## config.mk

```make
export PLATFORM = sky130hd
export DESIGN_NAME = fetch_unit
export DESIGN_NICKNAME = d
export VERILOG_FILES = /design/src/rtl/rv32_pkg.sv /design/src/rtl/fetch_unit.sv
export SDC_FILE = /design/constraint.sdc
export NUM_CORES = 1
export LEC_CHECK = 0
export ABC_AREA = 1
export CAP_MARGIN = 5
export CORE_MARGIN = 2
export CORE_UTILIZATION = 49
export CTS_CLUSTER_SIZE = 14
export DETAILED_ROUTE_END_ITERATION = 10
export PLACE_DENSITY = 0.85
export SLEW_MARGIN = 25
export SYNTH_ARGS = -nofsm -noshare
export SYNTH_HDL_FRONTEND = slang
export SYNTH_SLANG_ARGS = --single-unit
```

## constraint.sdc

```tcl
create_clock -name clk -period 7 [get_ports clk]
set_input_delay 0.7 -clock clk [delete_from_list [all_inputs] [get_ports clk]]
set_output_delay 0.7 -clock clk [all_outputs]
set_load 0.02 [all_outputs]
```

## src/rtl/rv32_pkg.sv

```systemverilog
// Shared RV32 fetch definitions: fetch FSM state encoding, the canonical NOP
// and the sequential PC step.
package rv32_pkg;

    typedef enum logic [1:0] {
        BOOT   = 2'd0,
        RUN    = 2'd1,
        HALTED = 2'd2
    } fetch_state_t;

    // addi x0, x0, 0
    localparam logic [31:0] NOP_INST     = 32'h0000_0013;
    localparam logic [31:0] PC_INCREMENT = 32'd4;

endpackage

```

## src/rtl/fetch_unit.sv

```systemverilog
// Instruction fetch stage: owns the PC, drives the external instruction memory
// address and presents one registered instruction to decode with a valid/ready handshake.
module fetch_unit
    import rv32_pkg::*;
#(
    parameter logic [31:0] RESET_VECTOR = 32'h0000_0000
) (
    input  logic        clk,
    input  logic        reset,
    output logic [31:0] pc_out,
    input  logic [31:0] inst_in,
    output logic [31:0] if_inst,
    output logic [31:0] if_pc,
    output logic        if_valid,
    input  logic        if_ready,
    input  logic        redirect_valid,
    input  logic [31:0] redirect_target,
    input  logic        halt_req,
    input  logic        resume,
    output logic        misaligned_err,
    output logic        halted
);

    fetch_state_t state;
    logic [31:0]  pc;
    logic         load;
    logic         redirect_taken;
    logic         redirect_misaligned;

    // The memory address comes straight from the PC register, so the
    // memory -> inst_in path never sees handshake or redirect timing.
    assign pc_out = pc;

    assign load                = (state == RUN) && (!if_valid || if_ready) && !redirect_valid;
    assign redirect_taken      = redirect_valid && (state != HALTED);
    assign redirect_misaligned = (redirect_target[1:0] != 2'b00);

    // NOTE: all state here is registered with non-blocking assignments so every
    // branch reads the pre-edge values of state, pc and if_valid.
    always_ff @(posedge clk or posedge reset) begin
        if (reset) begin
            state          <= BOOT;
            pc             <= RESET_VECTOR;
            if_inst        <= NOP_INST;
            if_pc          <= 32'h0000_0000;
            if_valid       <= 1'b0;
            misaligned_err <= 1'b0;
            halted         <= 1'b0;
        end else if (redirect_taken) begin
            // A redirect flushes the staged instruction and beats any load.
            if_valid <= 1'b0;
            if (redirect_misaligned) begin
                misaligned_err <= 1'b1;
                state          <= HALTED;
                halted         <= 1'b1;
            end else begin
                pc <= redirect_target;
                if (state == RUN && halt_req) begin
                    state  <= HALTED;
                    halted <= 1'b1;
                end else begin
                    state <= RUN;
                end
            end
        end else begin
            if (load) begin
                if_inst  <= inst_in;
                if_pc    <= pc;
                if_valid <= 1'b1;
                pc       <= pc + PC_INCREMENT;
            end else if (if_valid && if_ready) begin
                if_valid <= 1'b0;
            end

            case (state)
                BOOT: state <= RUN;
                RUN: begin
                    if (halt_req) begin
                        state  <= HALTED;
                        halted <= 1'b1;
                    end
                end
                HALTED: begin
                    // A misaligned-target halt can only be left through reset.
                    if (resume && !misaligned_err && !halt_req) begin
                        state  <= RUN;
                        halted <= 1'b0;
                    end
                end
                default: begin
                    state  <= BOOT;
                    halted <= 1'b0;
                end
            endcase
        end
    end

endmodule

```

==> key figures, run 1 <==
Setup path
  • Worst-case reg-to-reg path depth: 6
  • Worst endpoint data arrival time: 3550 ps
  • Most frequent CP cell: a21oi_1
  • Worst r2r src: state[1]
  • Worst Setup End Kind: register
  • R2R Path End: pc_out[9]
  • Critical Path Start Type: primary input
  • WP buf/inv: 3
  • Critical path, cell by cell: clkdlybuf4s50_1 -> inv_1 -> nand3_4 -> nand2_2 -> inv_2 -> a21oi_1 -> a21oi_1
  • Critical Path RT: about 7200 ps
  • Slowest stage delay, CP: approximately 800 ps
  • Cell family with most CP delay: simple AND/OR/NAND/NOR gates
  • Worst Path Max Fanout: 95
  • Setup slack, reg-to-reg: ~4000 ps
  • Setup Crit Path Kind: in -> reg
  • Critical Path Slowest Stage Cell: nand2_2

Min path
  • Hold path start: if_inst[1]
  • Hold path depth: 2
  • Hold Crit Class: reg -> reg
  • Hold path endpoint: if_inst[1]

Placed design
  • Cell Area, Placed: 0.00666 mm²
  • Routability cong.: 0.883
  • Pre-CTS WS: between 3000 and 4000 ps
  • IO Port Bufs: 168
  • Dpl hpwl: a little under 10 mm

Timing
  • Worst clock skew: about 15 ps
  • Slew Limit Fails: 0
  • Final setup margin: around 3700 ps
  • RSZ-0062 raised after global routing: false
  • Max frequency: around 300 MHz
  • Worst Max-Slew Pin Slew: ~1000 ps
  • Fin Hold WS: 474 ps
  • Final Critical Period: approximately 3300 ps
  • Slew HR: 0.347
  • Setup violators final: 0
  • Fin crit share: 0.472
  • Setup TNS: 0 ps
  • Final Hold Viols: 0

Layout
  • Commonest non-fill, non-tap cell in the layout: nand2_1
  • Fraction of layout cells with a size suffix above 1: 0.0383
  • Layout area overhead: 38.5%
  • Fin nets: 902
  • Antenna cells: 0
  • Final Instance Area: 0.00685 mm²
  • Most frequent cells in the layout: nand2_1 (294), clkdlybuf4s50_1 (168), dfrtp_1 (98)

Route
  • Drt first pass iters: 5
  • Met3 WL: around 970 µm
  • Wire length per cell: between 10 and 15 µm
  • Iteration-0 DRC Markers: ~260
  • Mean number of vias per cell: 5.06
  • Met2 WL: between 6 and 7 mm
  • Uppermost routed layer: met4
  • Drt drc: 0
  • Routed via count: between 4,000 and 5,000
  • Final ANT Viol Nets: 0
  • Routed wire length: ~14 mm
  • WL met1: 6.07 mm

Yosys
  • Synthesized area per cell: 7.30 µm²
  • Synth area leaders: dfrtp_1 (50%), nand2_1 (22%), o21ai_0 (5.4%)
  • Yosys cell types: 28
  • Post-Synthesis Cell Area: ~0.005 mm²
  • Mapped Cells: 678
  • Top cell type's share of synthesized area: 0.496
  • Yosys reg bits: a little over 100
  • Syn_nets: roughly 750
  • Register area share after synthesis: 0.512
  • Area leader, netlist: dfrtp_1
  • Synth warn: 0

Global routing
  • Initial antenna violation count: 0
  • Vias in the first global route: around 4,700
  • Gr ovfl total: 0
  • Largest net degree at the start of global routing: 96
  • Global-route wire length before repair: 22.8 mm
  • GRT Util Overall: 0.256

Die
  • Die span in y: around 100 µm
  • Initial Utilization: 0.506
  • Io pins: 169
  • Die W: ~100 µm
  • Core region area: around 0.0098 mm²
  • FP Rows: 36
  • Total die area: between 0.01 and 0.015 mm²

Clock tree
  • Max H-tree Level: 3
  • Worst-skew pair later-pin latency: approximately 360 ps
  • Post_cts resized: 0
  • Worst-path clk slew: approximately 100 ps
  • Clock root buffer master: clkbuf_8
  • Hold_buf cts: 0
  • Num Clock Sinks: approximately 100
  • Post-CTS Setup Repair Bufs: 0
  • TritonCTS clock tree: yes
  • CTS Buf Count: 9
  • Clk buf depth: 2

Power
  • Total power: between 3 and 4 mW
  • Worst VDD drop: 0.249 mV
  • PwrDens: between 400 and 500 mW/mm²
  • Static Leak: roughly 3.3 nW

Run
  • Max-cap violations: 0

Run status
  • Status: finished, final reports clean
-- sequential cells by signal, indices dropped and copies added (netlist names) --
name            flops
state               2
halted              1
if_inst            32
pc_out             32
misaligned_err      1
if_pc              32
if_valid            1
-- how the worst max path moves through the flow --
stage / from / to / cells after the start
2_1_floorplan: reset / halted / 1
3_3_place_gp: redirect_valid / if_valid / 6
3_5_place_dp: redirect_valid / pc_out[9] / 7
4_1_cts: redirect_valid / pc_out[9] / 7
5_1_grt: if_ready / pc_out[9] / 8
6_report: redirect_valid / pc_out[9] / 7
-- per-stage QoR --
step / util / instances
final: 0.701 / 969
after global routing: 0.701 / 969
after CTS: 0.701 / 969
after detailed placement: 0.682 / 953
after global placement: 0.682 / 953
after floorplan: - / 678
-- routing by layer --
| layer | track usage | vias up |
|---|---|---|
| met5 | 0 | - |
| met4 | 0.0820 | 0 |
| met3 | 0.0457 | 27 |
| met2 | 0.418 | 206 |
| met1 | 0.347 | 2276 |
| li1 | - | 2395 |
-- synthesized netlist by cell type, drive strengths merged --
master  number
o22ai        1
a31oi        2
xor2         1
inv         61
clkbuf      10
nand3       32
dfstp        3
buf         17
dfrtp       98
nor2        74
clkinv       1
nand3b       1
a22oi        1
a21oi       21
nand2      296
and2         1
ha           1
o21ai       57
-- area by class of cell --
cell class	instances	area, µm²
clock buffer	10	138
clock inverter	6	51.3
fill	791	2920
inverter	62	235
multi-input combinational	488	2040
sequential	101	2530
tap	133	166
timing repair buffer	169	1690
-- kinds of logic after synthesis --
family	after synthesis	synth area share
AND/OR/NAND/NOR	404	0.322
AO/OA/AOI/OAI	82	0.0842
XOR/XNOR	1	0.00177
buffers and inverters	89	0.0774
adder cells (fa/ha/maj)	1	0.00253
flip-flops	101	0.512
-- tightest hold or removal path, stage by stage (launching register included) --
cell and delay [ps]:
dfstp_2 380, nand2_1 50, nand2_1 50
-- report_power, final --
group	switching [mW]	internal, mW
Combinational	0.936	0.683
Clock	0.212	0.146
Sequential	0.227	0.852
Total	1.38	1.68
(Power assumes the default switching activity.)
==> inputs of run 2 (changes only) <==
--- a/config.mk
+++ b/config.mk
@@ -8,10 +8,10 @@
 export ABC_AREA = 1
 export CAP_MARGIN = 5
 export CORE_MARGIN = 2
-export CORE_UTILIZATION = 49
+export CORE_UTILIZATION = 46
 export CTS_CLUSTER_SIZE = 14
 export DETAILED_ROUTE_END_ITERATION = 10
-export PLACE_DENSITY = 0.85
+export PLACE_DENSITY = 0.81
 export SLEW_MARGIN = 25
 export SYNTH_ARGS = -nofsm -noshare
 export SYNTH_HDL_FRONTEND = slang
==> constraint.sdc (replaced) <==
create_clock -name clk -period 3.08 [get_ports clk]
set_input_delay 0.308 -clock clk [delete_from_list [all_inputs] [get_ports clk]]
set_output_delay 0.308 -clock clk [all_outputs]
set_load 0.02 [all_outputs]
==> run 2 against run 1 <==
Net effect:
- sequential share of layout area down 0.35 points
- clock power rose to 2.6 times the previous value
- final area grew 0.95%
- total power rose by 130%
- via count down 1.4%
- global-route usage fell by 0.84 points
- register-to-register slack got worse by 3200 ps
- sequential power rose by 130%
- clock skew up 2.0 ps
==> key figures, run 2 (synthesized netlist as in run 1, its figures left out) <==
Global routing
  • Largest net degree at the start of global routing: 66 (was 96)
  • Vias in the first global route: 4,645 (was 4,725)
  • Gr ovfl total: 0 (unchanged)
  • Initial antenna violation count: 0 (unchanged)
  • Global-route wire length before repair: 22.6 mm (was 22.8 mm)
  • GRT Util Overall: 0.248 (was 0.256)

Clock tree
  • Hold_buf cts: 0 (unchanged)
  • Post_cts resized: 0 (unchanged)
  • Worst-skew pair later-pin latency: 370 ps (was 360 ps)
  • CTS Buf Count: 9 (unchanged)
  • Clk buf depth: 2 (unchanged)
  • Num Clock Sinks: 101 (unchanged)
  • Worst-path clk slew: 100 ps (about the same)
  • TritonCTS clock tree: yes (unchanged)
  • Max H-tree Level: 3 (unchanged)
  • Clock root buffer master: clkbuf_8 (unchanged)
  • Post-CTS Setup Repair Bufs: 0 (unchanged)

Placed design
  • Pre-CTS WS: 552 ps (was 3340 ps)
  • Routability cong.: 0.866 (was 0.883)
  • Cell total after placement: 959 (was 953)
  • IO Port Bufs: 168 (unchanged)
  • Dpl hpwl: 10.2 mm (was 9.87 mm)

Min path
  • Hold Crit Class: in -> async (was reg -> reg)

Run
  • Max-cap violations: 0 (unchanged)

Route
  • Mean number of vias per cell: 4.96 (was 5.06)
  • Final ANT Viol Nets: 0 (unchanged)
  • Iteration-0 DRC Markers: 314 (was 263)
  • Routed via count: 4,833 (was 4,904)
  • Drt first pass iters: 5 (unchanged)
  • Routed wire length: 13.9 mm (was 13.8 mm)
  • Wire length per cell: 14.3 µm (about the same)
  • Drt drc: 0 (unchanged)

Die
  • Die span in y: 108 µm (was 104 µm)
  • Core region area: 0.0104 mm² (was 0.00977 mm²)
  • Die W: 108 µm (was 104 µm)
  • Initial Utilization: 0.477 (was 0.506)
  • Io pins: 169 (unchanged)
  • Total die area: 0.0116 mm² (was 0.0109 mm²)
  • FP Rows: 37 (was 36)

Setup path
  • Critical Path Slowest Stage Cell: nand2_2 (unchanged)
  • Critical path, cell by cell: nor2_2 -> nand3_4 -> nand2_2 -> inv_2 -> a21oi_1 -> a21oi_1 (was clkdlybuf4s50_1 -> inv_1 -> nand3_4 -> nand2_2 -> inv_2 -> a21oi_1 -> a21oi_1)
  • Worst Path Max Fanout: 31 (was 95)
  • Critical Path RT: 3330 ps (was 7240 ps)
  • Worst Setup End Kind: register (unchanged)
  • Slowest stage delay, CP: 520 ps (was 800 ps)
  • Critical Path Start Type: register (was primary input)
  • Worst endpoint data arrival time: 2530 ps (was 3550 ps)
  • Setup Crit Path Kind: reg -> reg (was in -> reg)
  • Most frequent CP cell: a21oi_1 (unchanged)

Layout
  • Layout area overhead: 39.8% (was 38.5%)
  • Antenna cells: 0 (unchanged)
  • Fraction of layout cells with a size suffix above 1: 0.0393 (was 0.0383)
  • Most frequent cells in the layout: nand2_1 (294), clkdlybuf4s50_1 (168), dfrtp_1 (98) (unchanged)
  • Commonest non-fill, non-tap cell in the layout: nand2_1 (unchanged)
  • Fin nets: 905 (was 902)
  • Post-Layout Cell Count: 975 (was 969)
  • Final core utilization: 0.667 (was 0.701)

Timing
  • Final Critical Period: between 2000 and 2500 ps
  • Max frequency: roughly 440 MHz
  • Worst Max-Slew Pin Slew: 770 ps (was 973 ps)
  • Worst clock skew: 16.6 ps (was 14.6 ps)
  • Setup violators final: 0 (unchanged)
  • Fin crit share: 0.742
  • Final setup margin: 795 ps (was 3700 ps)
  • Final Hold Viols: 0 (unchanged)
  • Slew Limit Fails: 0 (unchanged)
  • Setup TNS: 0 ps (unchanged)
  • RSZ-0062 raised after global routing: false (unchanged)
  • Slew HR: 0.487 (was 0.347)

Power
  • Worst VDD drop: 0.582 mV (was 0.249 mV)
  • Static Leak: 3.36 nW (was 3.34 nW)
  • PwrDens: 1020 mW/mm² (was 446 mW/mm²)

Run status
  • Status: finished, final reports clean (unchanged)
run 2: changes by cell type in the layout (fill, tap and decap cells not counted), sizes merged:
cell      before  now
buf            1    4
bufinv         0    2
clkbuf        10   11
clkinv         2    1
clkinvlp       0    2
inv           66   62
run 2: metrics by stage:
step / power (mW) / cell area, µm² / hold WS [ps]
final: 7.05 / 6920 / 324
after global routing: 7.56 / 6920 / 365
after CTS: 7.09 / 6920 / 334
after detailed placement: 6.15 / 6700 / 464
after global placement: 6.06 / 6700 / 460
after floorplan: 4.47 / 4950 / 400
run 2: power by group:
group | total [mW] | switching, mW | leakage, nW | internal, mW
combinational | 3.68 | 2.12 | 2.01 | 1.56
clock | 0.924 | 0.463 | 0.100 | 0.462
sequential | 2.45 | 0.512 | 1.25 | 1.94
total | 7.05 | 3.10 | 3.36 | 3.96
run 2: path summary, 6_finish.rpt:
| kind | from | to | slack (ps) | cells past startpoint |
|---|---|---|---|---|
| max reg2reg | state[1] | pc_out[5] | 790 | 6 |
| min | reset | if_inst[15] | 320 | 2 |
| max in group asynchronous | reset | if_inst[1] | 1980 | 3 |
| max | state[1] | pc_out[5] | 790 | 6 |
| min reg2reg | if_inst[0] | if_inst[0] | 480 | 2 |
| min in group clk | inst_in[4] | if_inst[4] | 460 | 3 |
run 2: cell type report:
class / count / area (µm²)
sequential: 101 / 2530
inverter: 62 / 235
clock buffer: 11 / 131
timing repair buffer: 172 / 1720
multi-input combinational: 488 / 2040
fill: 878 / 3450
clock inverter: 5 / 83.8
tap: 136 / 170
run 2: routing by layer:
metal	track usage	part of all wire	vias up
li1	-	-	2399
met1	0.323	0.43	2199
met2	0.406	0.46	209
met3	0.0551	0.088	26
met4	0.0870	0.020	0
met5	0	0	-
run 2: critical path: cells and delay by family, from the launching register on:
| family | cells | cell delay [ps] |
|---|---|---|
| AND/OR/NAND/NOR | 3 | 1040 |
| AO/OA/AOI/OAI | 2 | 350 |
| flip-flops | 1 | 400 |
| buffers and inverters | 1 | 360 |
